**src/rtl/mem_ctrl_pkg.sv**
```systemverilog
// Shared types and helpers for the byte-enabled RAM controller.
package mem_ctrl_pkg;

    localparam int unsigned BYTE_W = 8;

    typedef enum logic [1:0] {
        ST_RESET = 2'd0,
        ST_INIT  = 2'd1,
        ST_IDLE  = 2'd2
    } state_e;

    // Number of byte lanes (BE_WIDTH) for a given word width.
    function automatic int unsigned be_width(input int unsigned word_width);
        return word_width / BYTE_W;
    endfunction

    function automatic bit rd_latency_ok(input int unsigned lat);
        return (lat == 1) || (lat == 2);
    endfunction

endpackage

```
**src/rtl/mem_ctrl_array.sv**
```systemverilog
// Byte-enabled single-port storage with a registered read port; contents are not reset.
module mem_ctrl_array
    import mem_ctrl_pkg::*;
#(
    parameter int unsigned ADDR_WIDTH = 4,
    parameter int unsigned WORD_DEPTH = 16,
    parameter int unsigned WORD_WIDTH = 32
) (
    input  logic                                clk,
    input  logic                                wr_en,
    input  logic                                rd_en,
    input  logic [ADDR_WIDTH-1:0]               addr,
    input  logic [be_width(WORD_WIDTH)-1:0]     be,
    input  logic [WORD_WIDTH-1:0]               wdata,
    output logic [WORD_WIDTH-1:0]               rdata
);

    localparam int unsigned BE_W = be_width(WORD_WIDTH);

    logic [WORD_WIDTH-1:0] mem_q [WORD_DEPTH];
    logic [WORD_WIDTH-1:0] rdata_q;

    always_ff @(posedge clk) begin
        if (wr_en) begin
            for (int i = 0; i < BE_W; i++) begin
                if (be[i]) mem_q[addr][8*i +: 8] <= wdata[8*i +: 8];
            end
        end
        if (rd_en) rdata_q <= mem_q[addr];
    end

    assign rdata = rdata_q;

endmodule

```
**src/rtl/mem_ctrl_ram.sv**
```systemverilog
// Single-port RAM controller: reset/on-demand clear sweep, request/ready access,
// range checking and a 1- or 2-cycle read pipeline in front of mem_ctrl_array.
module mem_ctrl_ram
    import mem_ctrl_pkg::*;
#(
    parameter int unsigned            ADDR_WIDTH    = 4,
    parameter int unsigned            WORD_DEPTH    = 16,
    parameter int unsigned            WORD_WIDTH    = 32,
    parameter int unsigned            RD_LATENCY    = 1,
    parameter bit                     INIT_ON_RESET = 1'b1,
    parameter logic [WORD_WIDTH-1:0]  INIT_VALUE    = '0
) (
    input  logic                            clk,
    input  logic                            rst_n,
    input  logic                            init_req,
    input  logic                            req,
    input  logic                            we,
    input  logic [ADDR_WIDTH-1:0]           adrs,
    input  logic [be_width(WORD_WIDTH)-1:0] be,
    input  logic [WORD_WIDTH-1:0]           d_in,
    output logic                            ready,
    output logic                            rd_valid,
    output logic [WORD_WIDTH-1:0]           d_out,
    output logic                            err,
    output logic                            init_busy
);

    localparam int unsigned BE_W = be_width(WORD_WIDTH);

    if (!rd_latency_ok(RD_LATENCY)) begin : g_bad_latency
        $error("mem_ctrl_ram: RD_LATENCY must be 1 or 2");
    end
    if ((WORD_WIDTH % 8) != 0 || WORD_DEPTH > (2 ** ADDR_WIDTH)) begin : g_bad_geometry
        $error("mem_ctrl_ram: illegal WORD_WIDTH or WORD_DEPTH");
    end

    state_e                 state_q, state_d;
    logic [ADDR_WIDTH-1:0]  cnt_q, cnt_d;
    logic                   ready_q, ready_d;
    logic                   init_busy_q, init_busy_d;
    logic                   rv1_q, rv1_d;
    logic                   roob1_q, roob1_d;
    logic                   zero1_q, zero1_d;
    logic                   err_q, err_d;

    logic                   sweep_c, accept_c, in_range_c, wr_acc_c, rd_acc_c;
    logic                   arr_we_c, arr_re_c;
    logic [ADDR_WIDTH-1:0]  arr_addr_c;
    logic [BE_W-1:0]        arr_be_c;
    logic [WORD_WIDTH-1:0]  arr_wdata_c, arr_rdata, d1_c;

    // Next-state logic; ready/init_busy are registered copies of the next state.
    always_comb begin
        state_d = state_q;
        cnt_d   = cnt_q;
        case (state_q)
            ST_RESET: state_d = INIT_ON_RESET ? ST_INIT : ST_IDLE;
            ST_INIT: begin
                cnt_d = cnt_q + ADDR_WIDTH'(1);
                if (cnt_q == ADDR_WIDTH'(WORD_DEPTH - 1)) begin
                    state_d = ST_IDLE;
                    cnt_d   = '0;
                end
            end
            ST_IDLE: begin
                if (init_req) begin
                    state_d = ST_INIT;
                    cnt_d   = '0;
                end
            end
            default: state_d = ST_RESET;
        endcase
        ready_d     = (state_d == ST_IDLE);
        init_busy_d = (state_d == ST_INIT);
    end

    // Access qualification; init_req beats a simultaneous request.
    always_comb begin
        sweep_c     = (state_q == ST_INIT);
        accept_c    = req & ready_q & ~init_req;
        in_range_c  = {1'b0, adrs} < (ADDR_WIDTH + 1)'(WORD_DEPTH);
        wr_acc_c    = accept_c & we;
        rd_acc_c    = accept_c & ~we;
        arr_we_c    = sweep_c | (wr_acc_c & in_range_c);
        arr_re_c    = rd_acc_c & in_range_c;
        arr_addr_c  = sweep_c ? cnt_q : adrs;
        arr_be_c    = sweep_c ? '1 : be;
        arr_wdata_c = sweep_c ? INIT_VALUE : d_in;
    end

    // First read stage; zero1 forces 0 for out-of-range reads and after reset.
    always_comb begin
        rv1_d   = rd_acc_c;
        roob1_d = rd_acc_c & ~in_range_c;
        zero1_d = rd_acc_c ? ~in_range_c : zero1_q;
        err_d   = (wr_acc_c & ~in_range_c) | ((RD_LATENCY == 1) ? roob1_d : roob1_q);
        d1_c    = zero1_q ? '0 : arr_rdata;
    end

    always_ff @(posedge clk or negedge rst_n) begin
        if (!rst_n) begin
            state_q     <= ST_RESET;
            cnt_q       <= '0;
            ready_q     <= 1'b0;
            init_busy_q <= 1'b0;
            rv1_q       <= 1'b0;
            roob1_q     <= 1'b0;
            zero1_q     <= 1'b1;
            err_q       <= 1'b0;
        end else begin
            state_q     <= state_d;
            cnt_q       <= cnt_d;
            ready_q     <= ready_d;
            init_busy_q <= init_busy_d;
            rv1_q       <= rv1_d;
            roob1_q     <= roob1_d;
            zero1_q     <= zero1_d;
            err_q       <= err_d;
        end
    end

    mem_ctrl_array #(
        .ADDR_WIDTH (ADDR_WIDTH),
        .WORD_DEPTH (WORD_DEPTH),
        .WORD_WIDTH (WORD_WIDTH)
    ) u_array (
        .clk   (clk),
        .wr_en (arr_we_c),
        .rd_en (arr_re_c),
        .addr  (arr_addr_c),
        .be    (arr_be_c),
        .wdata (arr_wdata_c),
        .rdata (arr_rdata)
    );

    if (RD_LATENCY == 2) begin : g_lat2
        logic                  rv2_q, rv2_d;
        logic [WORD_WIDTH-1:0] d2_q, d2_d;

        always_comb begin
            rv2_d = rv1_q;
            d2_d  = rv1_q ? d1_c : d2_q;
        end

        always_ff @(posedge clk or negedge rst_n) begin
            if (!rst_n) begin
                rv2_q <= 1'b0;
                d2_q  <= '0;
            end else begin
                rv2_q <= rv2_d;
                d2_q  <= d2_d;
            end
        end

        assign rd_valid = rv2_q;
        assign d_out    = d2_q;
    end else begin : g_lat1
        assign rd_valid = rv1_q;
        assign d_out    = d1_c;
    end

    assign ready     = ready_q;
    assign init_busy = init_busy_q;
    assign err       = err_q;

endmodule

```
**config.mk**
```make
export PLATFORM = sky130hd
export DESIGN_NAME = mem_ctrl_ram
export DESIGN_NICKNAME = d
export VERILOG_FILES = /design/src/rtl/mem_ctrl_pkg.sv /design/src/rtl/mem_ctrl_array.sv /design/src/rtl/mem_ctrl_ram.sv
export SDC_FILE = /design/constraint.sdc
export NUM_CORES = 1
export LEC_CHECK = 0
export CORE_MARGIN = 8
export CORE_UTILIZATION = 55
export CTS_BUF_LIST = sky130_fd_sc_hd__clkbuf_8
export CTS_CLUSTER_SIZE = 12
export DETAILED_ROUTE_END_ITERATION = 7
export GPL_TIMING_DRIVEN = 0
export PLACE_DENSITY = 0.75
export SETUP_SLACK_MARGIN = 0.15
export SLEW_MARGIN = 10
export SYNTH_ARGS = -nofsm -noshare
export SYNTH_HDL_FRONTEND = slang
export SYNTH_SLANG_ARGS = --single-unit
```
**constraint.sdc**
```tcl
create_clock -name clk -period 3 [get_ports clk]
set_input_delay 0.3 -clock clk [delete_from_list [all_inputs] [get_ports clk]]
set_output_delay 0.3 -clock clk [all_outputs]
set_load 0.005 [all_outputs]
```
Yosys cells after proc, flatten, opt, wreduce, memory -nomap -nowiden
Memories as Yosys holds them, arrays and structs flattened. A register that Yosys moved wholly into a read port is not among the register bits.
Cells that the tools add are included.
{"block": "totals", "n_memories": 1, "out_inout_bits": 36, "register_bits": 10, "wordCells": 46, "ram_bits": 512}
{"block": "op_classes", "eq_ne": 6, "n_mux": 22, "bitwise_logic": 7, "reduce_logical": 3, "addsub": 1}
{"memory": "u_array.mem_q", "depth": 16, "word_bits": 32, "rd": 1, "rd_ports_with_merged_regs": 1, "write_ports": 1, "line": "mem_ctrl_array.sv:20", "rtl": "logic [WORD_WIDTH-1:0] mem_q [WORD_DEPTH];"}
{"operator": "32-bit 2-to-1 mux", "n": 2}
{"operator": "4-bit 2-to-1 mux", "n": 4}
{"operator": "1-bit 2-to-1 mux", "n": 12}
{"operator": "4-bit one-hot mux with 2 select lines", "n": 1}
{"operator": "2-bit one-hot mux with 3 select lines", "n": 1}
{"operator": "4-bit by 1-bit adder with 4-bit output, second input constant", "n": 1}
{"operator": "1-bit AND", "n": 4}
{"operator": "2-bit by 1-bit equality test with 1-bit output, second input constant", "n": 2}
{"operator": "2-bit equality test, second input constant", "n": 2}
{"operator": "4-bit equality test, second input constant", "n": 1}
{"operator": "2-bit 2-to-1 mux", "n": 2}
{"operator": "2-bit logical NOT", "n": 1}
{"operator": "2-bit inequality test, second input constant", "n": 1}
{"operator": "1-bit NOT", "n": 2}
{"operator": "2-bit AND reduction", "n": 1}
{"operator": "2-bit nonzero test", "n": 1}
{"operator": "1-bit OR", "n": 1}

Logic depth before layout (Yosys ltp)
Gate-level depths: netlist of run 1.
{"block": "logic_depth", "ltp_word": 6, "ltp_mapped": 9, "ltp_nobuf": 5}

By module
From an unflattened synthesis of run 1, not the netlist that was laid out.
{"block": "hier_totals", "cells_unflattened": 1040, "area_unflattened_um2": 21445.6}
{"mod": "mem_ctrl_array", "cells_per_inst": 910, "instances": 1, "area_each_um2": 20449.6}
{"mod": "mem_ctrl_ram", "cells_per_inst": 130, "instances": 1, "area_each_um2": 996.0}

Worst setup path after synthesis of run 1
No wires, ideal clock.
{"block": "synth_timing", "path_type": "reg2reg", "start": "reg ready_q, in the netlist ready", "end": "reg u_array.rdata_q[0], in the netlist u_array.rdata[0], read port of u_array.mem_q (enable)", "setup_slack_ps": -167, "setup_ps": 466, "path_stages_with_launch": 3, "period_less_slack_ps": 3167, "t_arrival_ps": 2702, "cell_sequence": "dfrtp_1 -> nand2_1 -> nor3_1"}
{"block": "synth_between", "elab_chain_cells": 3}
{"item": "start: declaration", "line": "mem_ctrl_ram.sv:39", "rtl": "logic ready_q, ready_d;"}
{"item": "start signal: assignment", "line": "mem_ctrl_ram.sv:113", "rtl": "ready_q <= ready_d;"}
{"item": "1-bit AND (2 in a row)", "line": "mem_ctrl_ram.sv:80", "rtl": "accept_c = req & ready_q & ~init_req;"}
{"item": "1-bit AND", "line": "mem_ctrl_ram.sv:83", "rtl": "rd_acc_c = accept_c & ~we;"}
{"item": "named net arr_re_c", "line": "mem_ctrl_ram.sv:47", "rtl": "logic arr_we_c, arr_re_c;"}
{"item": "end: declaration", "line": "mem_ctrl_array.sv:21", "rtl": "logic [WORD_WIDTH-1:0] rdata_q;"}
The timed path passes the listed nets, and every way through them passes these cells.
A chain may end at the register's enable or synchronous reset.

Worst setup path after layout of run 1
{"block": "layout_timing", "start": "reg state_q[0]", "end": "mem u_array.mem_q[2][9] (enable)"}
{"block": "layout_between", "elab_chain_cells": 5, "word_cells_on_any_way": 7, "classes_between": "eq/ne: 1; mux: 5; bitwise: 1"}
{"item": "start: declaration", "line": "mem_ctrl_ram.sv:37", "rtl": "state_e state_q, state_d;"}
{"item": "start signal: assignment", "line": "mem_ctrl_ram.sv:111", "rtl": "state_q <= state_d;"}
{"item": "2-bit by 1-bit equality test with 1-bit output (*)", "line": "mem_ctrl_ram.sv:79", "rtl": "sweep_c = (state_q == ST_INIT);"}
{"item": "4-bit 2-to-1 mux", "line": "mem_ctrl_ram.sv:87", "rtl": "arr_be_c = sweep_c ? '1 : be;"}
{"item": "1-bit 2-to-1 mux", "line": "mem_ctrl_array.sv:26", "rtl": "if (be[i]) mem_q[addr][8*i +: 8] <= wdata[8*i +: 8];"}
{"item": "1-bit 2-to-1 mux", "line": "mem_ctrl_array.sv:24", "rtl": "if (wr_en) begin"}
{"item": "1-bit 2-to-1 mux (not written as such)", "line": "mem_ctrl_array.sv:26"}
{"item": "end: declaration", "line": "mem_ctrl_array.sv:20"}
Every way passes the cells marked *; elsewhere a longest branch is shown, timed or not.

==> results of run 1 <==
[flip-flops by register name (all words and copies together) (netlist names)]
signal,cells
state_q,2
u_array.mem_q,512
cnt_q,4
init_busy,1
u_array.rdata,32
ready,1
zero1_q,1
rd_valid,1
[repair_timing]
action | in CTS | in global routing
buffers inserted | 31 | 25
gates resized for setup | 139 | 86
pin swaps | 27 | 24
endpoints found under the setup margin | 544 | 830
hold buffers | 0 | 0
[logic make-up (layout without fill, tap and decap cells)]
logic type,after synthesis,in the layout
buffers and inverters,90,370
AND/OR/NAND/NOR,198,198
adder cells (fa/ha/maj),1,1
other,1,2
AO/OA/AOI/OAI,413,413
flip-flops,554,554
multiplexers,1,1
[synthesized netlist by cell type]
cell | instances | area (um2)
or4b_2 | 1 | 10.01
a31o_2 | 1 | 8.760
o31ai_2 | 1 | 12.51
nor4bb_1 | 1 | 10.01
nand2_1 | 18 | 67.56
and3_1 | 2 | 12.51
o211ai_1 | 1 | 7.510
buf_1 | 10 | 37.54
o21ai_0 | 2 | 10.01
nor3_1 | 1 | 5.000
conb_1 | 1 | 3.750
dfrtp_1 | 9 | 225.2
a31oi_1 | 1 | 6.260
inv_1 | 3 | 11.26
a22oi_1 | 258 | 1937
ha_1 | 1 | 12.51
a21oi_1 | 136 | 680.7
buf_6 | 5 | 56.30
buf_2 | 21 | 105.1
clkbuf_1 | 48 | 180.2
o311a_1 | 1 | 10.01
or4_1 | 32 | 240.2
a311oi_1 | 1 | 8.760
and2b_1 | 1 | 7.510
o31ai_1 | 5 | 37.54
o31a_1 | 2 | 17.52
nor3b_1 | 1 | 7.510
mux2i_1 | 1 | 10.01
nor2b_1 | 33 | 206.5
o22ai_1 | 1 | 6.260
nand2b_1 | 6 | 37.54
o21a_1 | 1 | 7.510
dfstp_2 | 1 | 26.28
nor2_1 | 66 | 247.7
a211oi_1 | 1 | 7.510
and2_1 | 32 | 200.2
a31o_1 | 1 | 8.760
or3_1 | 1 | 6.260
edfxtp_1 | 544 | 16340
nand3b_1 | 2 | 15.01
or4bb_1 | 1 | 11.26
buf_4 | 3 | 22.52
[worst max-delay path by stage]
stage	from	end	slack (ns)	cells past startpoint
global placement	adrs[0]	u_array.mem_q[8][11]	-1.22	6
finish	state_q[0]	u_array.mem_q[2][9]	-0.06	8
CTS	cnt_q[2]	u_array.mem_q[5][13]	-0.05	7
detailed placement	adrs[0]	u_array.mem_q[11][9]	-1.27	7
floorplan	state_q[1]	u_array.mem_q[0][0]	0.46	6
global route	cnt_q[1]	u_array.mem_q[2][9]	-0.09	7
[power breakdown]
part / switching (mW) / internal, mW / total, mW / leakage (nW)
Clock: 2.85 / 2.79 / 5.65 / 0.830
Sequential: 0.482 / 11.5 / 12.0 / 5.17
Combinational: 8.26 / 3.94 / 12.2 / 2.38
[per-stage QoR]
step / total power, mW / utilization
after global routing: 30.80 / 0.6811
after detailed placement: 21.72 / 0.5970
after global placement: 21.33 / 0.5952
final: 29.82 / 0.6811
after floorplan: 17.86 / -
after CTS: 28.47 / 0.6644
[final cells by class]
type | instances | area share
flip-flops and latches | 554 | 0.6497
multi-input cells | 614 | 0.1754
repair buffers | 137 | 0.07312
clock buffers | 84 | 0.04528
well taps | 511 | 0.02504
plain buffers | 87 | 0.01847
clock inverters | 59 | 0.01240
inverters | 3 | 0.0004410
diodes | 1 | 0.00009801
[routing by layer]
metal | vias to the layer above | GRT usage
met4 | 0 | 0.1134
met5 | - | 0
met2 | 994 | 0.3735
met1 | 6439 | 0.3129
li1 | 5526 | -
met3 | 146 | 0.06617
[cell usage in the layout, fill, tap and decap left out, types with 3 or more instances in the layout]
| master | count |
|---|---|
| clkinv_1 | 24 |
| clkbuf_4 | 6 |
| buf_4 | 11 |
| buf_12 | 48 |
| nand2_1 | 10 |
| nor2b_1 | 33 |
| or4_1 | 32 |
| nor2_4 | 61 |
| buf_6 | 6 |
| a22oi_1 | 257 |
| clkbuf_2 | 33 |
| edfxtp_1 | 544 |
| clkbuf_1 | 18 |
| clkdlybuf4s50_1 | 79 |
| inv_6 | 5 |
| nand2_2 | 8 |
| nand2b_2 | 4 |
| inv_1 | 24 |
| buf_2 | 20 |
| dfrtp_1 | 8 |
| clkbuf_8 | 84 |
| nor2_2 | 3 |
| o31ai_1 | 3 |
| a21oi_1 | 132 |
| a21oi_2 | 3 |
| and2_1 | 31 |
| clkinv_2 | 5 |
[worst max-delay path: stages, from the launching register on]
cell and delay [ns]:
dfrtp_1 0.42, buf_4 0.21, or4bb_1 0.47, o31ai_4 0.11, buf_2 0.33, buf_2 0.35
nand2_1 0.32, nor2_4 0.33, buf_12 0.18
==> results.md, run 1 <==
- Row Count: between 70 and 80
- Vias in the first global route: 12.76k
- Pre-CTS WS: -1.268 ns
- Cells on worst reg2reg path: 8
- Reg2reg start: state_q[0]
- Initial antenna violation count: 2
- MaxCap Viol Count: 0
- Fin area: approximately 0.026 mm2
- Root Buffer: clkbuf_8
- Largest family of logic cells by synthesized area: compound AO/OA/AOI/OAI gates
- Setup Skew: roughly 0.043 ns
- Starting Density: 0.5569
- Simple-Gate Fraction of Synth Area: 0.05196
- Router iterations before antenna repair: 6
- Final Setup Violations: 8
- Xor/xnor share of the synthesized area: 0
- Critical path fanouts, max: 10
- First-pass GRT wire length: around 79 mm
- Worst-path clk slew: roughly 0.090 ns
- Syn Area/Cell: roughly 17 um2
- Reg area: 0.01659 mm2
- Maximum VDD drop: around 650 uV
- Total track usage: 0.2401
- Worst path required time: approximately 3.4 ns
- Synth Area in Compound Gates: 0.1325
- Synth Net Count: around 1.3k
- Die Y: approximately 210 um
- Die Width: 210.8 um
- Synth unique cells: 42
- Clock sinks: 554
- Worst setup EP type: flip-flop
- Share of cells above drive strength 1: 0.2061
- Status: finished with violations
- F_max: between 300 and 400 MHz
- WP data arrival: roughly 3.4 ns
- Routability cong.: approximately 0.85
- Final nets: ~1.5k
- # fillers: approximately 2.3k
- H-tree levels: 3
- Core Area: about 0.037 mm2
- DRC Markers: 0
- Final setup margin: -0.05531 ns
- 1st-iter DRT viols: around 1.8k
- Wl on met1: just over 20 mm
- Dpl cell area: around 0.022 mm2
- Port-buffer cells: 79
- Via density: approximately 6.4
- Final hold slack: between 0.04 and 0.05 ns
- Mux cell area share after synthesis: 0.0004794
- Cell area power density: roughly 1200 mW/mm2
- Antenna-violating nets left: 0
- Clk Latency, worst-skew pair: approximately 0.65 ns
- Crit path launch type: flip-flop
- Synth Area in Adders: 0.0005993
- Relative slew margins: 0.3464
- Ports: 81
- CTS max path bufs: 3
- Post-synthesis register bit count: roughly 550
- FF-to-FF setup slack: -0.06 ns
- Met3 WL: around 6.6 mm
- RSZ-0062 raised after global routing: yes
- Wirelength per Cell: approximately 27 um
- Least-Margin Pin Slew: slightly below 1 ns
- Fin crit share: 1.018
- Die area: approximately 0.044 mm2
- DR WL met2: roughly 27 mm
- Non-Filler Instances: a little over 2k
- Worst r2r dst: u_array.mem_q[2][9]
- Setup TNS: -0.4139 ns
- Mapped Cells: 1,258
- Uppermost routed layer: met4
- Hpwl dp: ~33 mm
- Hold Path Class: primary input to asynchronous set/reset pin
- CTS tree: built
- DR vias: approximately 13k
- Yosys warning total: 0
- DP Cell Count: approximately 1.9k
- Final hold viol count: 0
- Seq/Total Area, Yosys: 0.7945
- Violated checks: setup timing
- Remaining Overflow, GRT: 0
- CTS buffer count: 84
- Final wirelength: 56.29 mm
- Max-slew violations: 0
- Leakage: around 8.4 nW
- Largest net degree at the start of global routing: 17
- Final period demand of the worst path: about 3.1 ns
- Netlist area before placement: between 0.02 and 0.025 mm2
- Area growth from synthesis to layout: 22.29%
- Critical Setup Path Class: flip-flop to flip-flop
- Multi-input logic area: roughly 0.0045 mm2
Note: power is estimated with default switching activity, not from simulation.
==> run 2, diff against run 1 <==
GPL_TIMING_DRIVEN = not set   (was 0)
==> run 2 against run 1 <==
Net effect: the run now ends clean; sequential share of layout area is 3.2 points higher; via count shrank 5.6%; global-route usage shrank 1.6 points; clock skew fell by 0.0029 ns; clock power down 2%; total power fell by 7.9%; die area unchanged; flip-flop and latch count is the same; combinational power decreased by 19%; critical path depth shrank 2; sequential power about the same; maximum frequency grew 14%; critical endpoint is now u_array.rdata[19]; highest routed layer is now met5.
==> results.md, run 2 (synthesized netlist as in run 1, its figures left out) <==
- 1st-iter DRT viols: 1,303
- Fin crit share: 0.8939
- Leakage: between 8 and 9 nW
- Vias in the first global route: 12.62k
- Buffers & Inverters on Critical Path: 1
- Die Y: between 200 and 250 um
- Crit path launch type: flip-flop
- Ports: 81
- Reg2reg start: state_q[1]
- Remaining Overflow, GRT: 0
- Row Count: around 70
- Maximum VDD drop: 1035 uV
- Critical-path cell list: nand2b_2 > a31o_4 > buf_12 > a22oi_1 > a21oi_1 > or4_1
- Largest net degree at the start of global routing: 67
- DR vias: around 12k
- Hold path start: init_req
- Cells on worst reg2reg path: 6
- Final period demand of the worst path: ~2.7 ns
- Most frequent cells in the layout: 544 x edfxtp_1, 258 x a22oi_1, 136 x a21oi_1
- Worst-path clk slew: 0.06 ns
- WP data arrival: roughly 3 ns
- F_max: 372.9 MHz
- Max reg flops: a little over 500
- RSZ-0062 raised after global routing: no
- DRC Markers: 0
- Worst path required time: about 3.3 ns
- Total track usage: 0.2241
- Via density: 6.187
- Area growth from synthesis to layout: 16.54%
- Final nets: roughly 1.5k
- MaxCap Viol Count: 0
- Critical path fanouts, max: 54
- First-pass GRT wire length: around 76 mm
- CTS tree: built
- Final wirelength: between 40 and 50 mm
- Die area: about 0.044 mm2
- Share of cells above drive strength 1: 0.1383
- Met2 GRT Util: 0.3606
- Hpwl dp: just over 30 mm
- Worst setup path end: u_array.rdata[19]
- Relative slew margins: 0.2507
- Core Area: approximately 0.037 mm2
- Worst setup EP type: flip-flop
- Grt met3 use: 0.05104
- Port-buffer cells: between 70 and 80
- Wirelength per Cell: approximately 25 um
- Final Setup Violations: 0
- Setup bufs post-CTS: 0
- Most common cell after layout, fill and taps aside: edfxtp_1
- CP top delay family: simple AND/OR/NAND/NOR gates
- N_diodes: 0
- Crit-path max cell delay: roughly 0.55 ns
- Final hold viol count: 0
- Status: finished clean
- Least-Margin Pin Slew: around 1.1 ns
- CTS max path bufs: 3
- Hold Path Class: primary input to flip-flop
- Initial antenna violation count: 1
- Antenna-violating nets left: 0
- Clk Latency, worst-skew pair: 0.64 ns
- Critical path startpoint: state_q[1]
- Critical Setup Path Class: flip-flop to flip-flop
- CTS buffer count: between 80 and 90
- Worst r2r dst: u_array.rdata[19]
- Starting Density: 0.5569
- Clock sinks: 554
- Max-slew violations: 0
- Router iterations before antenna repair: 5
- Met1 Track Usage GR: 0.2946
- H-tree levels: 3
- CP max-delay cell: or4_1
- Dpl cell area: 0.02284 mm2
- Fin area: between 0.02 and 0.025 mm2
- FF-to-FF setup slack: ~0.32 ns
- Setup Skew: roughly 0.04 ns
- Cell area power density: 1128 mW/mm2
- CP Depth: 6
- Root Buffer: clkbuf_8
- Largest register by flop count: u_array.mem_q
- Busiest grt layer: met2
- Routability cong.: between 0.7 and 0.8
- Die Width: roughly 210 um
- Setup TNS: 0 ns
[run 2: cell count changes in the layout (fill, tap and decap cells not counted), sizes merged]
cell / before / now
dlygate4sd3: 0 / 1
bufinv: 2 / 1
clkbuf: 141 / 86
diode: 1 / 0
inv: 30 / 31
buf: 88 / 93
[run 2: how the worst min path moves through the flow]
stage	slack [ns]	cells after the start	endpoint
3_3_place_gp	0.60	1	cnt_q[3]
2_1_floorplan	0.004	0	cnt_q[0]
3_5_place_dp	0.61	1	zero1_q
6_report	0.51	3	ready
5_1_grt	0.50	3	state_q[1]
4_1_cts	0.46	3	ready
[run 2: power by group]
group	switching (mW)	leakage, nW	internal (mW)	total (mW)
Combinational	6.71	2.17	3.19	9.90
Clock	2.80	0.845	2.76	5.56
Sequential	0.519	5.17	11.5	12.0
[run 2: stage by stage]
stage               power (mW)  cells  hold slack, ns  setup slack [ns]  utilization
floorplan                17.86   1258        0.004409            0.4596            -
global placement         21.62   1854          0.6016           0.02510       0.6093
detailed placement       21.97   1854          0.6123          0.005433       0.6093
CTS                      27.48   2000          0.4632            0.2173       0.6489
global route             28.73   2000          0.5015            0.2160       0.6490
finish                   27.45   2000          0.5137            0.3182       0.6490
[run 2: worst reg2reg max path: stages (launching register included)]
cell and delay [ns]:
dfrtp_1 0.47, nand2b_2 0.35, a31o_4 0.41, buf_12 0.24
a22oi_1 0.29, a21oi_1 0.10, or4_1 0.55
[run 2: timing repair]
action	4_1_cts	5_1_grt
resized for setup	0	1
endpoints found under the hold margin	5	0
endpoints found under the setup margin	0	147
hold buffers	1	0
[run 2: layout make-up]
type / instances / area (um2)
flip-flops and latches: 554 / 16590
clock inverters: 59 / 291.5
well taps: 511 / 639.4
inverters: 3 / 11.26
fillers: 2595 / 13160
multi-input cells: 614 / 3956
clock buffers: 86 / 1184
repair buffers: 173 / 1662
[run 2: routing by layer]
| layer | up-vias | wire length (um) | share of wire |
|---|---|---|---|
| met3 | 113 | 4801 | 0.096 |
| met5 | - | 13 | 0.00026 |
| met2 | 680 | 24290 | 0.49 |
| met4 | 2 | 1535 | 0.031 |
| met1 | 6152 | 19300 | 0.39 |
| li1 | 5427 | - | - |
==> edit, RTL diff (config.mk and constraints of run 1) <==
`WORD_WIDTH` is set to 32 in 2 places; all go to 16.
--- a/src/rtl/mem_ctrl_array.sv
+++ b/src/rtl/mem_ctrl_array.sv
@@ -6,3 +6,3 @@
     parameter int unsigned WORD_DEPTH = 16,
-    parameter int unsigned WORD_WIDTH = 32
+    parameter int unsigned WORD_WIDTH = 16
 ) (
--- a/src/rtl/mem_ctrl_ram.sv
+++ b/src/rtl/mem_ctrl_ram.sv
@@ -7,3 +7,3 @@
     parameter int unsigned            WORD_DEPTH    = 16,
-    parameter int unsigned            WORD_WIDTH    = 32,
+    parameter int unsigned            WORD_WIDTH    = 16,
     parameter int unsigned            RD_LATENCY    = 1,
Ports: changed (resized be, d_in and d_out); port bits go from 81 to 47. The function was not compared with the original's and may differ.
==> edit against run 1 <==
Power decreased by 54%. Core utilization is 3.9 points lower. Clock power shrank 52%. Critical path depth shrank 2. Sequential share of layout area is 2.6 points higher. Routed wire length is 57% lower. Setup slack gained 0.24 ns. Final area is 51% lower. Synthesized area shrank 48%. Sequential cell count down 272. Critical endpoint is now u_array.mem_q[12][0]. Highest routed layer is now met5.
==> edit: results <==
{
  "leakagePower_nw": 4.10,
  "synth_area_leaders": "edfxtp_1 75%, a22oi_1 8.4%, a21oi_1 3.2%, dfrtp_1 2.1%, nor2_1 1.2%",
  "syn_avg_cell_area_um2": 16.3,
  "num-nets-final": 784,
  "drive_above_1_share_pct": 14.5,
  "dpl_cell_area_um2": 11700,
  "dp_hpwl_um": 17000,
  "synth_compound_gate_area_share_pct": 13.6,
  "cts.htree.levels": 2,
  "clkTransAtPathRegs_ns": 0.06,
  "grt_pass1_vias": 6613,
  "drtIter0Drc": 774,
  "dr.pass1.iters": 5,
  "place_inst": 977,
  "cts_setup_buffers": 0,
  "antenna_found_initial": 1,
  "ir_worst_vdd_mv": 0.551,
  "synth_mux_area_share_pct": 0.0922,
  "status": "finished clean",
  "cts_inserted_buffers": 42,
  "internal_power_mw": 8.63,
  "async_flop_share_pct": 3.55,
  "antennaDiodeCount": 0,
  "synth_edf_count": 272,
  "gr-usage-all-layers_pct": 20.0
}
edit: changes by cell type after synthesis, moves of 16 or more:
| cell | run 1 | this run |
|---|---|---|
| edfxtp_1 | 544 | 272 |
| and2_1 | 32 | 16 |
| a22oi_1 | 258 | 122 |
| a21oi_1 | 136 | 69 |
| clkbuf_1 | 48 | 19 |
| nor2_1 | 66 | 34 |
| or4_1 | 32 | 16 |
edit: worst max-delay path: cells and delay by family (launching register included):
family	cells	cell delay [ns]
buf+inv	2	0.55
simple gates	3	1.24
compound gates	1	0.20
flops	1	0.48
edit: power groups by stage:
stage / registers [mW] / logic, mW / clock network, mW
floorplan: 5.99 / 3.23 / 0
global placement: 6.04 / 4.61 / 0
detailed placement: 6.09 / 4.80 / 0
CTS: 6.02 / 4.85 / 2.73
global route: 6.07 / 5.41 / 2.91
finish: 6.02 / 5.01 / 2.71
edit: through the flow:
stage                     setup TNS, ns  hold slack [ns]  setup slack [ns]  power (mW)
final                                 0           0.0960             0.180        13.7
after global routing             -0.419            0.114           -0.0322        14.4
after CTS                             0           0.0894             0.158        13.6
after detailed placement          -1.95            0.638           -0.0771        10.9
after global placement            -8.93            0.604            -0.492        10.7
after floorplan                       0          0.00441             0.722        9.22
edit: area by class of cell:
cell class,count,area [um^2]
Clock buffer,43,592
Sequential cell,282,8420
Buffer,45,277
Timing Repair Buffer,47,465
Multi-Input combinational cell,333,2220
Inverter,5,18.8
Fill cell,1356,6940
Tap cell,265,332
Clock inverter,31,129
edit: metal layers:
| metal | global-route usage [%] | vias to the layer above | part of all wire, % |
|---|---|---|---|
| li1 | - | 2849 | - |
| met1 | 25.1 | 3148 | 39 |
| met2 | 33.2 | 372 | 48 |
| met3 | 5.02 | 53 | 10 |
| met4 | 7.69 | 2 | 2.4 |
| met5 | 0 | - | 0.037 |
